$ cat config.mk
export PLATFORM = sky130hd
export DESIGN_NAME = fetch_ctrl
export DESIGN_NICKNAME = d
export VERILOG_FILES = /design/src/rtl/fetch_ctrl.sv
export SDC_FILE = /design/constraint.sdc
export NUM_CORES = 1
export LEC_CHECK = 0
export ABC_CLOCK_PERIOD_IN_PS = 2200
export BUFFER_PORTS_ARGS = -buffer_cell sky130_fd_sc_hd__buf_2
export CAP_MARGIN = 20
export CORE_MARGIN = 3
export CORE_UTILIZATION = 46
export CTS_CLUSTER_SIZE = 20
export DETAILED_ROUTE_END_ITERATION = 10
export PLACE_DENSITY = 0.8
export SLEW_MARGIN = 20
export SYNTH_ARGS = -nofsm -noshare
export SYNTH_HDL_FRONTEND = slang
export SYNTH_SLANG_ARGS = --single-unit
$ cat constraint.sdc
create_clock -name clk -period 2.2 [get_ports clk]
set_clock_uncertainty 0.2 [all_clocks]
set_input_delay 0.44 -clock clk [delete_from_list [all_inputs] [get_ports clk]]
set_output_delay 0.44 -clock clk [all_outputs]
set_load 0.02 [all_outputs]
$ cat src/rtl/fetch_ctrl.sv
// fetch_ctrl: instruction-fetch sequencer. Owns the architectural PC, keeps
// at most one imem request in flight, squashes fetches made stale by a
// redirect and hands instructions to decode through a one-entry buffer.
module fetch_ctrl #(
  parameter logic [31:0] RESET_PC = 32'h0000_0000
) (
  input  logic        clk,
  input  logic        rst_n,
  output logic        imem_req_valid,
  input  logic        imem_req_ready,
  output logic [31:0] imem_req_addr,
  input  logic        imem_rsp_valid,
  input  logic [31:0] imem_rsp_data,
  input  logic        redirect_valid,
  input  logic [31:0] redirect_pc,
  input  logic        stall,
  output logic        if_valid,
  output logic [31:0] if_pc,
  output logic [31:0] if_instr,
  output logic [31:0] if_pc_plus4,
  output logic        misalign_err
);

  typedef enum logic [1:0] {S_REQ, S_WAIT, S_HALT} state_t;

  state_t      state_q, state_d;
  logic [31:0] pc_q, pc_d;
  logic [31:0] req_pc_q, req_pc_d;
  logic        drop_q, drop_d;
  // halt_q: a misaligned redirect arrived while a response was still owed;
  // enter S_HALT once that response has been swallowed.
  logic        halt_q, halt_d;
  logic        vld_q, vld_d;
  logic [31:0] ipc_q, ipc_d;
  logic [31:0] instr_q, instr_d;
  logic        err_q, err_d;

  logic buf_free, hs, misalign;

  // Requests go out only when the buffer will have room for the answer.
  assign buf_free       = !vld_q || !stall;
  assign imem_req_valid = rst_n && (state_q == S_REQ) && buf_free;
  assign imem_req_addr  = pc_q;
  assign hs             = imem_req_valid && imem_req_ready;
  assign misalign       = redirect_pc[1:0] != 2'b00;

  assign if_valid     = vld_q;
  assign if_pc        = ipc_q;
  assign if_instr     = instr_q;
  assign if_pc_plus4  = ipc_q + 32'd4;
  assign misalign_err = err_q;

  // State register and datapath registers.
  always_ff @(posedge clk or negedge rst_n) begin
    if (!rst_n) begin
      state_q  <= S_REQ;
      pc_q     <= RESET_PC;
      req_pc_q <= 32'd0;
      drop_q   <= 1'b0;
      halt_q   <= 1'b0;
      vld_q    <= 1'b0;
      ipc_q    <= 32'd0;
      instr_q  <= 32'd0;
      err_q    <= 1'b0;
    end else begin
      state_q  <= state_d;
      pc_q     <= pc_d;
      req_pc_q <= req_pc_d;
      drop_q   <= drop_d;
      halt_q   <= halt_d;
      vld_q    <= vld_d;
      ipc_q    <= ipc_d;
      instr_q  <= instr_d;
      err_q    <= err_d;
    end
  end

  // Next-state: normal fetch flow first, redirect applied last so it wins.
  always_comb begin
    state_d  = state_q;
    pc_d     = pc_q;
    req_pc_d = req_pc_q;
    drop_d   = drop_q;
    halt_d   = halt_q;
    vld_d    = vld_q;
    ipc_d    = ipc_q;
    instr_d  = instr_q;
    err_d    = err_q;

    if (vld_q && !stall) vld_d = 1'b0;

    case (state_q)
      S_REQ: begin
        if (hs) begin
          req_pc_d = pc_q;
          pc_d     = pc_q + 32'd4;
          state_d  = S_WAIT;
        end
      end
      S_WAIT: begin
        if (imem_rsp_valid) begin
          if (!drop_q) begin
            vld_d   = 1'b1;
            ipc_d   = req_pc_q;
            instr_d = imem_rsp_data;
          end
          drop_d  = 1'b0;
          state_d = halt_q ? S_HALT : S_REQ;
        end
      end
      default: ;
    endcase

    if (redirect_valid) begin
      // Flush the buffer, including a response landing this very cycle.
      vld_d = 1'b0;
      if (misalign) begin
        err_d = 1'b1;
        pc_d  = pc_q;
      end else begin
        pc_d = redirect_pc;
      end
      if (hs || (state_q == S_WAIT && !imem_rsp_valid)) begin
        // A response is still owed: mark it stale; halt after it if misaligned.
        drop_d = 1'b1;
        if (misalign) halt_d = 1'b1;
      end else if (misalign) begin
        state_d = S_HALT;
      end
    end
  end

endmodule

==> flow_metrics.tcl, run 1 <==
set metrics [dict create \
    run_status "finished with violations" \
    violations "negative hold slack, negative setup slack" \
    initial_core_util_pct 47.7 \
    io_pins 201 \
    clock_path_buffers 2 \
    cts_tree "done" \
    drc 0 \
    synth_top_area_share_pct 52.3 \
    setup.worst_path.class "flop to output port" \
    grt_max_degree 133 \
    critPathMaxFanout 5 \
    fp.dieArea_sq_um 15400 \
    grt.total_usage_pct 24.2 \
    synth_ff_type "dfrtp_1" \
    synth.avg_cell_area_sq_um 10.4 \
    setup_slack_ns -0.466 \
    coreArea_sq_um 13500 \
    hp-class "input port to asynchronous set/reset pin" \
    fillCellCount 982 \
    final_nets 950 \
    crit_arrival_ns 2.03 \
    tns_ns -9.00 \
    numCtsBuffers 17 \
    fmax_mhz 375 \
    drtAntennaViolNets 0 \
    htreeDepth 4 \
    synthArstFlopShare_pct 100 \
    pwr_density_cell_nw_per_um2 708 \
    syn_area_sq_um 6410 \
    dieHeight_um 124 \
    worstSetupStartpointType "flop" \
    final_max_slew_viol_count 0 \
    switchingPower_mw 1.58 \
    end_kind "output port" \
    first_pass_iters 5 \
    fp.dieW_um 124 \
    fin_crit_sh_pct 121 \
    netlist_top_cells_area "dfrtp_1 (52%), mux2_2 (11%), nand2_1 (7.9%), xnor2_1 (3.0%), mux2i_1 (2.3%)" \
    synth_edf_count 0 \
    routedWlPerCell_um 17.5 \
    synth_largest_area_cell "dfrtp_1" \
    relSlewSlack_pct 54.6 \
    period_needed_ns 2.67 \
    synth_cells 615 \
    worstMarginPinSlew_ns 0.681 \
    maxCapViolCount 0 \
    finalHoldViolCount 28 \
    drt-total-wl_mm 18.6 \
    pwr-share-clk_pct 48.1 \
    synth.distinct_cells 52 \
    hpwl_mm 13.1 \
    first_global_vias 5511 \
    power.leakage_nw 4.96 \
    drive_above_1_share_pct 50.1 \
    setup_viol 26 \
    drt_iter0_markers 422 \
    worstPathRequired_ns 1.56 \
    clk_latency_ns 0.42 \
    yosysWarnings 0 \
    syn_nets 687 \
    pwr-share-comb_pct 10.3 \
    intPower_mw 4.98 \
    grt_pass1_wl_mm 28.4 \
    cts-root-buf "clkbuf_16" \
    grt_antenna_before_repair 1 \
    place_congestion 0.850 \
    ys_ff_latch 134 \
    port_buffers 200 \
    power_frac_seq_pct 41.6 \
    row_count 42 \
    area_growth_pct 44.7 \
    rsz0062_at_grt "true" \
    num_vias 5741 \
    synth-seq-area-share_pct 52.3 \
    register_area_sq_um 3380 \
    clk_pin_slew_ns 0.06 \
    grt.overflow.total 0 \
    hold_slack_ns -0.0155 \
    cts.sink_count 134 \
    switching_share_pct 24.1 \
    multi_input_area_sq_um 3240 \
    via_per_inst 5.38 \
    ir_drop_v 0.000526 \
]
routing by layer:
layer | up-vias | global-route usage (%) | routed length (um)
met4 | 0 | 10.6 | 516
met2 | 234 | 39.9 | 9250
met5 | - | 0 | 0
li1 | 2712 | - | -
met1 | 2763 | 30.6 | 7660
met3 | 32 | 5.22 | 1210
cells in the final DEF, fill, tap and decap left out, types with 4 or more instances in the layout:
cell         n
buf_2      175
nand2_1    130
dfrtp_1    116
buf_4       86
mux2_2      64
nor2_1      24
nand4_1     20
o21ai_0     19
nand3_1     18
dfrtp_2     18
xnor2_2     17
clkbuf_16   17
and3_1      15
mux2i_1     15
buf_6       13
a21oi_1     12
nand3_4      7
a22oi_1      7
a32oi_1      7
and4_1       6
nor3_1       6
bufinv_16    6
xnor2_1      5
inv_1        5
nor2_4       4
nor2b_1      4
clkinv_2     4
buf_12       4
state kept, by name, indices dropped and copies added, names as in the netlist:
signal,flops
if_instr,32
imem_req_addr,32
misalign_err,1
halt_q,1
drop_q,1
req_pc_q,32
if_pc,32
state_q,2
if_valid,1
final timing paths:
kind | startpoint | to | slack, ns | cells after the start
max | if_pc[20] | if_pc_plus4[27] | -0.47 | 6
min in group clk | imem_rsp_data[24] | if_instr[24] | 0.05 | 2
max in group asynchronous | rst_n | if_pc[3] | 1.28 | 2
min | rst_n | if_instr[1] | -0.02 | 2
min reg2reg | halt_q | halt_q | 0.26 | 1
max reg2reg | imem_req_addr[3] | imem_req_addr[26] | 0.15 | 7
kinds of logic after synthesis:
| family | count (synthesis) | share of synthesized area (%) |
|---|---|---|
| simple gates | 265 | 19.9 |
| xor+xnor | 28 | 3.83 |
| compound gates | 67 | 7.16 |
| fa+ha+maj | 2 | 0.390 |
| flops | 134 | 52.3 |
| mux | 79 | 13.6 |
| buf+inv | 40 | 2.85 |
synth_stat cells (all sizes together) (4+ instances only):
| library cell | number |
|---|---|
| buf | 16 |
| xor2 | 6 |
| nand3 | 28 |
| and2 | 5 |
| mux2i | 15 |
| a32oi | 7 |
| nand4 | 21 |
| o21ai | 19 |
| and3 | 16 |
| a21oi | 12 |
| mux2 | 64 |
| nor3 | 6 |
| nor2 | 29 |
| and4 | 7 |
| clkbuf | 19 |
| a22oi | 7 |
| xnor2 | 22 |
| dfrtp | 134 |
| nor2b | 4 |
| nand2 | 135 |
| inv | 5 |
layout make-up:
cell class                      count  area share (%)
Sequential cell                   134            36.4
Multi-Input combinational cell    441            34.9
Timing Repair Buffer              279            19.0
Clock buffer                       17            4.59
Clock inverter                     14            2.51
Tap cell                          176            2.37
Inverter                            5           0.202
Antenna cell                        1          0.0270
metrics by stage:
stage / instances / worst slack, ns / instance area, sq um / total power [mW] / util (%)
after global routing: 1067 / -0.552 / 9270 / 6.81 / 68.9
after global placement: 1019 / -0.0995 / 8190 / 3.41 / 60.9
after detailed placement: 1019 / -0.143 / 8190 / 3.44 / 60.9
final: 1067 / -0.466 / 9270 / 6.57 / 68.9
after floorplan: 615 / -0.114 / 6590 / 3.09 / -
after CTS: 1057 / -0.486 / 9120 / 6.62 / 67.8
critical path: stages, from the launching register on:
cell     delay [ns]
dfrtp_1        0.35
and4_1         0.27
and3_4         0.28
and2_4         0.17
and4_4         0.24
xor2_2         0.15
buf_6          0.14
timing repair:
| action | in CTS | in global routing |
|---|---|---|
| gates resized for setup | 58 | 18 |
| pin swaps | 19 | 16 |
| endpoints found under the setup margin | 26 | 29 |
| setup buffers | 6 | 9 |
| hold buffers | 1 | 0 |
| endpoints found under the hold margin | 2 | 0 |
power by group through the flow:
| stage | Sequential, mW | Combinational [mW] | Clock [mW] |
|---|---|---|---|
| 3_5_place_dp | 2.77 | 0.667 | 0 |
| 2_1_floorplan | 2.85 | 0.238 | 0 |
| 6_report | 2.73 | 0.676 | 3.16 |
| 5_1_grt | 2.75 | 0.747 | 3.31 |
| 3_3_place_gp | 2.76 | 0.652 | 0 |
| 4_1_cts | 2.73 | 0.680 | 3.21 |
(Power assumes the default switching activity.)
==> inputs of run 2 (changes only) <==
- CORE_MARGIN: 3 -> 5
==> run 2 against run 1 <==
Net effect:
- the flow finishes with violations (negative setup slack)
- first-iteration DRC count increased by 8.3%
- combinational power up 4.4%
- core utilization decreased by 0.59 points
- largest cell class unchanged
- total power barely moved
- clock power hardly changed
==> flow_metrics.tcl, run 2 (synthesis gave the netlist of run 1 again) <==
set metrics [dict create \
    design_area_sq_um 9410 \
    coreArea_sq_um 13800 \
    power.leakage_nw 5.05 \
    num_vias 5869 \
    final_common_cell "buf_2" \
    period_needed_ns 2.66 \
    drt_iter0_markers 457 \
    worstPathRequired_ns 1.56 \
    grt.total_usage_pct 23.9 \
    placed_area_sq_um 8250 \
    run_status "finished with violations" \
    place_congestion 0.841 \
    grt.overflow.total 0 \
    htreeDepth 4 \
    first_global_vias 5900 \
    drive_above_1_share_pct 49.9 \
    worstSetupStartpointType "flop" \
    total_power_mw 6.57 \
    first_pass_iters 5 \
    numCtsBuffers 17 \
    violations "negative setup slack" \
    setup.worst_path.class "flop to output port" \
    maxCapViolCount 0 \
    drtAntennaViolNets 0 \
    worstMarginPinSlew_ns 0.625 \
    io_pins 201 \
    crit_path_frequent_cell "buf_6" \
    clock_path_buffers 2 \
    relSlewSlack_pct 58.3 \
    slowest_delay_ns 0.38 \
    hp-class "input port to asynchronous set/reset pin" \
    fin_crit_sh_pct 121 \
    grt_max_degree 120 \
    tns_ns -9.08 \
    fp.dieW_um 128 \
    fin_util_pct 68.4 \
    clk_latency_ns 0.41 \
    fin_cells 1080 \
    grt_antenna_before_repair 1 \
    dieHeight_um 128 \
    via_per_inst 5.43 \
    row_count 43 \
    cp_slowest_cell "dfrtp_2" \
    area_growth_pct 46.8 \
    final_nets 958 \
    drt-total-wl_mm 19.5 \
    crit_arrival_ns 2.02 \
    numPlacedInstances 1029 \
    setup_viol 27 \
    cts-root-buf "clkbuf_16" \
    fp.dieArea_sq_um 16400 \
    pwr_density_cell_nw_per_um2 698 \
    routedWlPerCell_um 18.1 \
    hpwl_mm 13.7 \
    grt_pass1_wl_mm 30.8 \
    fmax_mhz 376 \
    final_max_slew_viol_count 0 \
    ir_drop_v 0.000522 \
    drc 0 \
    port_buffers 200 \
    critPathMaxFanout 8 \
    crit_chain "nand3_4 -> buf_6 -> nor4_4 -> buf_6 -> buf_6 -> nand3_4 -> xnor2_2 -> buf_4" \
    cts_tree "done" \
    rsz0062_at_grt "true" \
    fillCellCount 1019 \
    initial_core_util_pct 46.5 \
    cts.sink_count 134 \
    clk_pin_slew_ns 0.06 \
    finalHoldViolCount 0 \
    setup_slack_ns -0.459 \
    end_kind "output port" \
    final_cell_mix "buf_2 (172), nand2_1 (130), dfrtp_1 (117), buf_4 (89), mux2_2 (64)" \
]
## run 2: cell count changes in the layout (fill, tap and decap cells not counted), sizes merged
cell,change
clkinvlp,-2
clkbuf,+6
dlymetal6s4s,+1
bufinv,-1
clkinv,-2
buf,+7
## run 2: final cells by class
class / count / area, sq um / area share [%]
antenna: 1 / 2.50 / 0.0266
inverter: 5 / 18.8 / 0.199
clock inverter: 9 / 170 / 1.81
timing repair buffer: 287 / 1870 / 19.8
multi-input combinational: 441 / 3270 / 34.7
clock buffer: 23 / 488 / 5.18
tap: 180 / 225 / 2.39
sequential: 134 / 3370 / 35.8
## run 2: metal layers
| layer | up-vias | GRT usage, % | wire length [um] |
|---|---|---|---|
| met3 | 42 | 6.50 | 1570 |
| met4 | 0 | 10.0 | 556 |
| li1 | 2726 | - | - |
| met1 | 2817 | 29.6 | 7670 |
| met2 | 284 | 39.6 | 9750 |
| met5 | - | 0 | 0 |
## run 2: final timing paths
kind / start / endpoint / slack (ns) / depth (start not counted)
min: rst_n / misalign_err / 0.06 / 3
max reg2reg: imem_req_addr[15] / imem_req_addr[23] / 0.10 / 5
min in group clk: imem_rsp_data[30] / if_instr[30] / 0.06 / 2
max in group asynchronous: rst_n / if_pc[16] / 0.90 / 4
max: if_pc[6] / if_pc_plus4[30] / -0.46 / 8
min reg2reg: misalign_err / misalign_err / 0.26 / 1
## run 2: repair_timing
item / 4_1_cts / 5_1_grt
setup endpoints to repair: 26 / 28
cloned: 0 / 0
resized for setup: 70 / 18
buffers inserted: 7 / 9
pin swaps: 29 / 13
endpoints found under the hold margin: 15 / 3
hold buffers: 1 / 1
## run 2: worst max-delay path, delay by kind of cell, from the launching register on
family | cells | cell delay, ns
and+or+nand+nor | 3 | 0.45
buffers and inverters | 4 | 0.62
xor gates and xnor gates | 1 | 0.14
DFF | 1 | 0.38
## run 2: power by group
| part | leakage [nW] | internal (mW) | total, mW | switching (mW) |
|---|---|---|---|---|
| Sequential | 1.73 | 2.61 | 2.72 | 0.116 |
| Combinational | 3.00 | 0.280 | 0.706 | 0.426 |
| Clock | 0.327 | 2.12 | 3.14 | 1.02 |
| Total | 5.05 | 5.01 | 6.57 | 1.56 |
## run 2: through the flow
stage	setup slack, ns	hold slack (ns)
after floorplan	-0.114	-0.0556
after global placement	-0.102	0.0385
after detailed placement	-0.0956	0.0395
after CTS	-0.493	0.0419
after global routing	-0.542	0.0409
final	-0.459	0.0572
